$ cat src/rtl/cascade_scan_display_pkg.sv
// rtl/cascade_scan_display_pkg.sv - shared glyph table and direction codes for the display stage
package cascade_scan_display_pkg;

    // Segment order on the bus is {g,f,e,d,c,b,a}, active high.
    localparam logic [6:0] SEG_0     = 7'h3F;
    localparam logic [6:0] SEG_1     = 7'h06;
    localparam logic [6:0] SEG_2     = 7'h5B;
    localparam logic [6:0] SEG_3     = 7'h4F;
    localparam logic [6:0] SEG_4     = 7'h66;
    localparam logic [6:0] SEG_5     = 7'h6D;
    localparam logic [6:0] SEG_6     = 7'h7D;
    localparam logic [6:0] SEG_7     = 7'h07;
    localparam logic [6:0] SEG_8     = 7'h7F;
    localparam logic [6:0] SEG_9     = 7'h6F;
    localparam logic [6:0] SEG_A     = 7'h77;
    localparam logic [6:0] SEG_B     = 7'h7C;
    localparam logic [6:0] SEG_C     = 7'h39;
    localparam logic [6:0] SEG_D     = 7'h5E;
    localparam logic [6:0] SEG_E     = 7'h79;
    localparam logic [6:0] SEG_F     = 7'h71;
    localparam logic [6:0] SEG_BLANK = 7'h00;

    localparam logic DIR_UP   = 1'b1;
    localparam logic DIR_DOWN = 1'b0;

endpackage

$ cat src/rtl/cascade_scan_display_seg7.sv
// rtl/cascade_scan_display_seg7.sv - combinational 4-bit hex to 7-segment glyph lookup
module seg7_hex_dec
    import cascade_scan_display_pkg::*;
(
    input  logic [3:0] hex,
    output logic [6:0] seg
);

    always_comb begin
        seg = SEG_BLANK;
        case (hex)
            4'h0: seg = SEG_0;
            4'h1: seg = SEG_1;
            4'h2: seg = SEG_2;
            4'h3: seg = SEG_3;
            4'h4: seg = SEG_4;
            4'h5: seg = SEG_5;
            4'h6: seg = SEG_6;
            4'h7: seg = SEG_7;
            4'h8: seg = SEG_8;
            4'h9: seg = SEG_9;
            4'hA: seg = SEG_A;
            4'hB: seg = SEG_B;
            4'hC: seg = SEG_C;
            4'hD: seg = SEG_D;
            4'hE: seg = SEG_E;
            4'hF: seg = SEG_F;
            default: seg = SEG_BLANK;
        endcase
    end

endmodule

$ cat src/rtl/cascade_scan_display.sv
// rtl/cascade_scan_display.sv - cascaded upper digits behind the counter plus multiplexed 7-segment scan
module cascade_scan_display
    import cascade_scan_display_pkg::*;
#(
    parameter int DIGITS    = 4,
    parameter int DIGIT_MOD = 10,
    parameter int SCAN_DIV  = 4
) (
    input  logic                      cp,
    input  logic                      clr,
    input  logic                      m,
    input  logic [3:0]                low_digit,
    input  logic                      cin,
    input  logic                      ovf_clr,
    output logic [4*(DIGITS-1)-1:0]   hi_digits,
    output logic                      ovf,
    output logic [6:0]                seg,
    output logic [DIGITS-1:0]         an
);

    localparam int HW = 4 * (DIGITS - 1);
    localparam int PW = (SCAN_DIV > 1) ? $clog2(SCAN_DIV) : 1;
    localparam int IW = $clog2(DIGITS);

    localparam logic [3:0]    DMAX     = 4'(DIGIT_MOD - 1);
    localparam logic [PW-1:0] PRE_LAST = PW'(SCAN_DIV - 1);
    localparam logic [IW-1:0] IDX_LAST = IW'(DIGITS - 1);

    logic          cin_q;
    logic          tick;
    logic [HW-1:0] hi_q;
    logic [HW-1:0] hi_nxt;
    logic          wrap;
    logic          carry;
    logic [3:0]    d;
    logic          ovf_q;
    logic [PW-1:0] pre;
    logic [IW-1:0] idx;
    logic [3:0]    scan_digit;
    logic [6:0]    glyph;
    logic [6:0]    seg_q;
    logic [DIGITS-1:0] an_q;

    assign tick = cin & ~cin_q;

    // Ripple through every upper digit in one cycle; whatever carry leaves the top digit is a wrap.
    always_comb begin
        hi_nxt = hi_q;
        carry  = tick;
        d      = 4'd0;
        for (int i = 0; i < DIGITS - 1; i++) begin
            d = hi_q[4*i +: 4];
            if (carry) begin
                if (m == DIR_UP) begin
                    if (d == DMAX) begin
                        d = 4'd0;
                    end else begin
                        d     = d + 4'd1;
                        carry = 1'b0;
                    end
                end else begin
                    if (d == 4'd0) begin
                        d = DMAX;
                    end else begin
                        d     = d - 4'd1;
                        carry = 1'b0;
                    end
                end
            end
            hi_nxt[4*i +: 4] = d;
        end
        wrap = carry;
    end

    always_comb begin
        scan_digit = low_digit;
        for (int i = 1; i < DIGITS; i++) begin
            if (idx == IW'(i)) begin
                scan_digit = hi_q[4*(i-1) +: 4];
            end
        end
    end

    seg7_hex_dec u_dec (
        .hex (scan_digit),
        .seg (glyph)
    );

    always_ff @(posedge cp or negedge clr) begin
        if (!clr) begin
            cin_q <= 1'b0;
            hi_q  <= '0;
            ovf_q <= 1'b0;
        end else begin
            cin_q <= cin;
            hi_q  <= hi_nxt;
            // A fresh wrap takes priority over a simultaneous clear request.
            if (wrap) begin
                ovf_q <= 1'b1;
            end else if (ovf_clr) begin
                ovf_q <= 1'b0;
            end
        end
    end

    always_ff @(posedge cp or negedge clr) begin
        if (!clr) begin
            pre   <= '0;
            idx   <= '0;
            seg_q <= SEG_BLANK;
            an_q  <= '1;
        end else begin
            if (pre == PRE_LAST) begin
                pre <= '0;
                idx <= (idx == IDX_LAST) ? '0 : idx + 1'b1;
            end else begin
                pre <= pre + 1'b1;
            end
            an_q  <= ~(DIGITS'(1) << idx);
            seg_q <= glyph;
        end
    end

    assign hi_digits = hi_q;
    assign ovf       = ovf_q;
    assign seg       = seg_q;
    assign an        = an_q;

endmodule

$ cat config.mk
export PLATFORM = sky130hd
export DESIGN_NAME = cascade_scan_display
export DESIGN_NICKNAME = d
export VERILOG_FILES = /design/src/rtl/cascade_scan_display_pkg.sv /design/src/rtl/cascade_scan_display_seg7.sv /design/src/rtl/cascade_scan_display.sv
export SDC_FILE = /design/constraint.sdc
export NUM_CORES = 1
export LEC_CHECK = 0
export ABC_AREA = 1
export CAP_MARGIN = 20
export CORE_MARGIN = 3
export CORE_UTILIZATION = 47
export CTS_BUF_LIST = sky130_fd_sc_hd__clkbuf_4 sky130_fd_sc_hd__clkbuf_8 sky130_fd_sc_hd__clkbuf_16
export CTS_CLUSTER_DIAMETER = 30
export CTS_CLUSTER_SIZE = 20
export DETAILED_ROUTE_END_ITERATION = 8
export PLACE_DENSITY = 0.75
export SLEW_MARGIN = 10
export SYNTH_ARGS = -nofsm -noshare
export SYNTH_HDL_FRONTEND = slang
export SYNTH_HIERARCHICAL = 1
export SYNTH_SLANG_ARGS = --single-unit
$ cat constraint.sdc
create_clock -name cp -period 1.93 [get_ports cp]
set_clock_uncertainty 0.05 [all_clocks]
set_input_delay 0.2895 -clock cp [delete_from_list [all_inputs] [get_ports cp]]
set_output_delay 0.2895 -clock cp [all_outputs]
set_load 0.1 [all_outputs]
* Word-level counts from Yosys, hierarchy flattened
Memories as Yosys holds them, arrays and structs flattened. A register that Yosys moved wholly into a read port is not among the register bits. Cells that the tools add are included. Widths: inputs -> output; s select.
Operators by class: $add $sub $neg 8, equal/unequal tests 7, shifts and indexed selects 1, multiplexer cells 28, reduce and logical (&&, ||, !) cells 5, bitwise logic cells 3
Operators with widths (number):
- $mux 4 | 12
- $mux 1 | 14
- $add 4x1->4 const B | 3
- $eq 4x4->1 const B | 3
- $logic_not 4->1 | 3
- $sub 4x1->4 const B | 3
- $eq 2x2->1 const B | 3
- $add 2x1->2 const B | 2
- $mux 2 | 2
- $not 4->4 | 1
- $shl 1x2->4 const A | 1
- $eq 2x1->1 const B | 1
- $reduce_bool 2->1 | 1
- $and 1x1->1 | 1
- $logic_not 1->1 | 1
- $not 1->1 | 1
Storage, ports and cells: output and inout port bits 24, memories kept 1, flip-flop bits (word level) 22, input bits 9, memory bits (read-only) 112
Memories:
- (no name shown) | words 16, bits a word 7, rd ports 1, clocked after memory_dff 1, write ports 0, line cascade_scan_display_seg7.sv:11 | case (hex)

* Logic depth before layout (Yosys ltp)
word-level depth 7, mapped depth 13, depth with buffers taken out 12

* Modules after synthesis
Netlist, hierarchy kept.
Modules (own cells, without submodules):
- cascade_scan_display | instances 1, sequential area each 730.7 µm², area an instance 1591.5 µm², cells an instance 204
- seg7_hex_dec | instances 1, sequential area each 0.0 µm², area an instance 270.3 µm², cells an instance 52

* Least setup slack after synthesis
No wires, ideal clock.
path type register -> register, from register hi_q[1] (netlist: hi_digits[1]), to register seg_q[3] (netlist: seg[3]), data arrival time 2274 ps, stages on the path, launching flop included 11, slack -511 ps, buffers on the path 0, clock period less this slack 2441 ps, data required time 1764 ps, path through dfrtp_1 -> inv_1 -> nand2_1 -> o211ai_1 -> a22oi_1 -> inv_1 -> ha_1 -> nand2_1 -> o21ai_0 -> nand2_1 -> nand2_1
Between the ends: cells in the longest elaborated chain, start to end 3
RTL lines:
- start, declared | line cascade_scan_display.sv:31 | logic [HW-1:0] hi_q;
- start signal, assigned | line cascade_scan_display.sv:96 | hi_q <= hi_nxt;
- $mux 4 (3 in a row) | line cascade_scan_display.sv:78 | if (idx == IW'(i)) begin
- named net scan_digit[1] | line cascade_scan_display.sv:39 | logic [3:0] scan_digit;
- end, declared | line cascade_scan_display.sv:41 | logic [6:0] seg_q;
The timed path passes the listed nets, and every way through them passes these cells. A chain may end at the register's enable or synchronous reset.

* Worst setup path after layout
from register idx[0], to register seg_q[3] (netlist: seg[3])
Between the ends: cells in the longest elaborated chain, start to end 4, elaborated cells between the ends (all ways) 6, classes of those cells eq/ne: 3; mux: 3
RTL lines:
- start, declared | line cascade_scan_display.sv:38 | logic [IW-1:0] idx;
- start signal, assigned | line cascade_scan_display.sv:115 | idx <= (idx == IDX_LAST) ? '0 : idx + 1'b1;
- $eq 2x1->1 | line cascade_scan_display.sv:78
- $mux 4 (2 in a row) | line cascade_scan_display.sv:78
- $mux 4 (*) | line cascade_scan_display.sv:78
- named net scan_digit[0] | line cascade_scan_display.sv:39
Mark *: on every way through the listed nets, which the timed path passes. The rest lies on a longest branch.

==> summary.md <==
| Metric | Value |
|---|---|
| Outcome | finished clean |
| Mapped cell area | roughly 1900 sq um |
| DR vias/cell | slightly above 5 |
| Syn Nets | ~280 |
| Worst Tran Pin Value | between 300 and 400 ps |
| Largest net degree at the start of global routing | 30 |
| Final HPWL DP | ~3000 um |
| Final hold vios | 0 |
| Mapped Cells | about 260 |
| Leakage Power | 1.29 nW |
| Die ar. | approximately 4800 sq um |
| Seq/Total Area, Yosys | 0.392 |
| Design area | ~2600 sq um |
| Vias after detailed routing | ~1800 |
| WP data arrival | slightly below 2000 ps |
| Largest family of logic cells by synthesized area | simple AND/OR/NAND/NOR gates |
| Critical Path RT | about 2100 ps |
| Crit start category | flop |
| Cell row count | 22 |
| Worst IR Drop VDD | ~1.5 mV |
| Post-Synth Simple-Gate Area | 0.320 |
| H-tree depth | 2 |
| Ant. Diodes | 0 |
| Share of the synthesized area in the top cell type | 0.336 |
| Placed Instance Area | roughly 2400 sq um |
| GPL Wtd Cong | between 0.8 and 0.9 |
| Min Tclk post-route | roughly 1800 ps |
| Syn Area/Cell | a little over 7 sq um |
| Final setup viols | 0 |
| Yosys Warn Count | 6 |
| Fmax | between 500 and 600 MHz |
| Starting Density | 0.497 |
| PortBufs | 32 |
| CTS tree | built |
| CTS sink cnt | 29 |
| First-pass GRT wire length | about 7000 um |
| Kind of critical path | reg -> reg |
| Clk root buf | clkbuf_8 |
| Fin nets | ~320 |
| First DRT Iteration DRCs | 99 |
| Detailed Routing Iterations Pass 1 | 5 |
| Rel. slew slack | 0.762 |
| Final Max Slew Viols | 0 |
| Distinct cells, synth | 27 |
| Synth Register Bits | 29 |
| Fin crit share | 0.934 |
| Leading area contributor after synthesis | dfrtp_1 |
| CTS clk-pin slew, worst paths | about 60 ps |
| Max clock buf depth | 2 |
| Mux cell area share after synthesis | 0 |
| IO Pins | 33 |
| WL final | approximately 4200 um |
| Remaining Overflow, GRT | 0 |
| Synth Area in Adders | 0.0806 |
| Vias in the first global route | ~1600 |
| Most area-consuming cells after synthesis | dfrtp_1, nand2_1, ha_1 |
| CP Capture Type | flop |
| Global Route Usage Sum | 0.197 |
| Final design utilization | 0.698 |
| Most common cell in the netlist | nand2_1 |
| Commonest cells post-synth | nand2_1, inv_1, dfrtp_1 |
| Width of the die | 68.9 um |
| Antenna-violating nets left | 0 |
| DRC viols | 0 |
| Maximum fanout along the worst path | 9 |
| CTS Buf Count | 5 |
| Max-cap violations | 0 |
| Pwr Density | roughly 1500 nW/um^2 |
| Post-synth ARST share | 1.00 |
| Main flop type after synthesis | dfrtp_1 |
| DR WL/cell | around 12 um |
| Compound-Gate Fraction of Synth Area | 0.118 |
| Core region area | 3740 sq um |
| XOR/XNOR Fraction of Synth Area | 0.00941 |
| Clock latency on the worst-skew pair | ~280 ps |
| Post-synth EDFFs | 0 |
| Layout cells sized above 1 | 0.303 |
| Worst hold path type | in -> async |
| Die Y | around 69 um |
| Initial antenna violation count | 0 |
| Synth-to-layout area growth | 40.3% |
==> cell families (layout without fill, tap and decap cells) <==
kind of cell,after synthesis,in the layout
AOI/OAI and AO/OA,37,37
DFF,29,29
xor gates and xnor gates,2,2
buffers and inverters,38,86
adders and majority gates,12,12
and+or+nand+nor,138,138
==> path summary, 6_finish.rpt <==
check	start	end	slack, ps	depth (start not counted)
max in group asynchronous	clr	an[1]$_DFF_PN1_	1180	2
hold reg to reg	pre[0]$_DFF_PN0_	pre[0]$_DFF_PN0_	380	1
setup / recovery	idx[0]$_DFFE_PN0P_	seg[3]$_DFF_PN0_	130	8
hold / removal	clr	hi_digits[11]$_DFFE_PN0P_	340	2
min in group cp	pre[0]$_DFF_PN0_	pre[0]$_DFF_PN0_	380	1
setup reg to reg	idx[0]$_DFFE_PN0P_	seg[3]$_DFF_PN0_	130	8
==> per-stage QoR <==
stage	power (mW)	worst slack [ps]	TNS [ps]	instances	hold slack (ps)
2_1_floorplan	2.66	-65.9	-65.9	256	-56.1
3_3_place_gp	3.35	99.1	0	342	363
3_5_place_dp	3.37	7.46	0	342	371
4_1_cts	4.04	17.7	0	350	345
5_1_grt	4.29	-20.5	-20.5	352	363
6_report	4.04	127	0	352	339
==> cells in the final DEF, fill, tap and decap left out <==
| cell type | Yosys | routed |
|---|---|---|
| inv_2 | 5 | 10 |
| a22oi_2 | 0 | 2 |
| o21bai_1 | 4 | 4 |
| inv_1 | 28 | 23 |
| clkbuf_4 | 0 | 1 |
| ha_2 | 0 | 2 |
| ha_4 | 0 | 3 |
| o21ai_2 | 1 | 1 |
| nand3_2 | 1 | 1 |
| ha_1 | 12 | 7 |
| nand2_2 | 4 | 6 |
| a21oi_1 | 7 | 7 |
| clkbuf_8 | 0 | 6 |
| xnor2_1 | 1 | 1 |
| nand2_4 | 1 | 1 |
| nor2_1 | 14 | 14 |
| nor2_2 | 3 | 3 |
| clkdlybuf4s50_1 | 0 | 8 |
| dfrtp_2 | 0 | 11 |
| dfstp_2 | 4 | 4 |
| dfrtp_4 | 0 | 1 |
| nand4_1 | 3 | 3 |
| bufinv_16 | 0 | 1 |
| buf_4 | 1 | 24 |
| dfrtp_1 | 25 | 13 |
| xor2_1 | 1 | 1 |
| nor2_4 | 1 | 1 |
| nand3_1 | 14 | 14 |
| nand2_1 | 96 | 94 |
| a22oi_1 | 4 | 2 |
| buf_12 | 0 | 13 |
| o211ai_1 | 4 | 4 |
| o21ai_1 | 1 | 1 |
| o21ai_0 | 16 | 16 |
| nand3_4 | 1 | 1 |
==> state kept, by name, summed over array words and instances (netlist names) <==
name / flops
seg: 7
an: 4
ovf: 1
cin_q: 1
pre: 2
hi_digits: 12
idx: 2
==> critical path: stages, from the launching register on <==
cell     delay [ps]
dfrtp_2         440
ha_2            260
a21oi_1         200
a22oi_2         100
buf_4           160
ha_1            240
o21ai_0         150
nand2_1          60
nand2_1          60
==> final cells by class <==
class                   instances  area [sq um]
repair buffers                 45           520
clock buffers                   7          90.1
clock inverters                 1          30.0
well taps                      48          60.1
multi-input cells             189          1040
fillers                       299          1130
flip-flops and latches         29           748
inverters                      33           124
==> metal layers <==
metal / part of all wire / GRT usage / wire length (um) / vias to the layer above
li1: - / - / - / 909
met2: 0.49 / 0.323 / 2040 / 59
met5: 0 / 0 / 0 / -
met3: 0.053 / 0.0519 / 221 / 5
met4: 0.014 / 0.0754 / 58 / 0
met1: 0.44 / 0.248 / 1840 / 814
==> timing repair <==
action	CTS	global route
pin swaps	0	1
endpoints found under the setup margin	1	7
gates cloned	0	0
buffers inserted	0	2
gates resized for setup	1	15
hold buffers	0	0
==> where the power goes <==
| group | switching, mW | total (mW) | internal (mW) |
|---|---|---|---|
| Clock | 0.224 | 0.658 | 0.434 |
| Combinational | 1.64 | 2.35 | 0.709 |
| Sequential | 0.267 | 1.04 | 0.768 |
No activity file was read; power rests on OpenSTA's default activity.
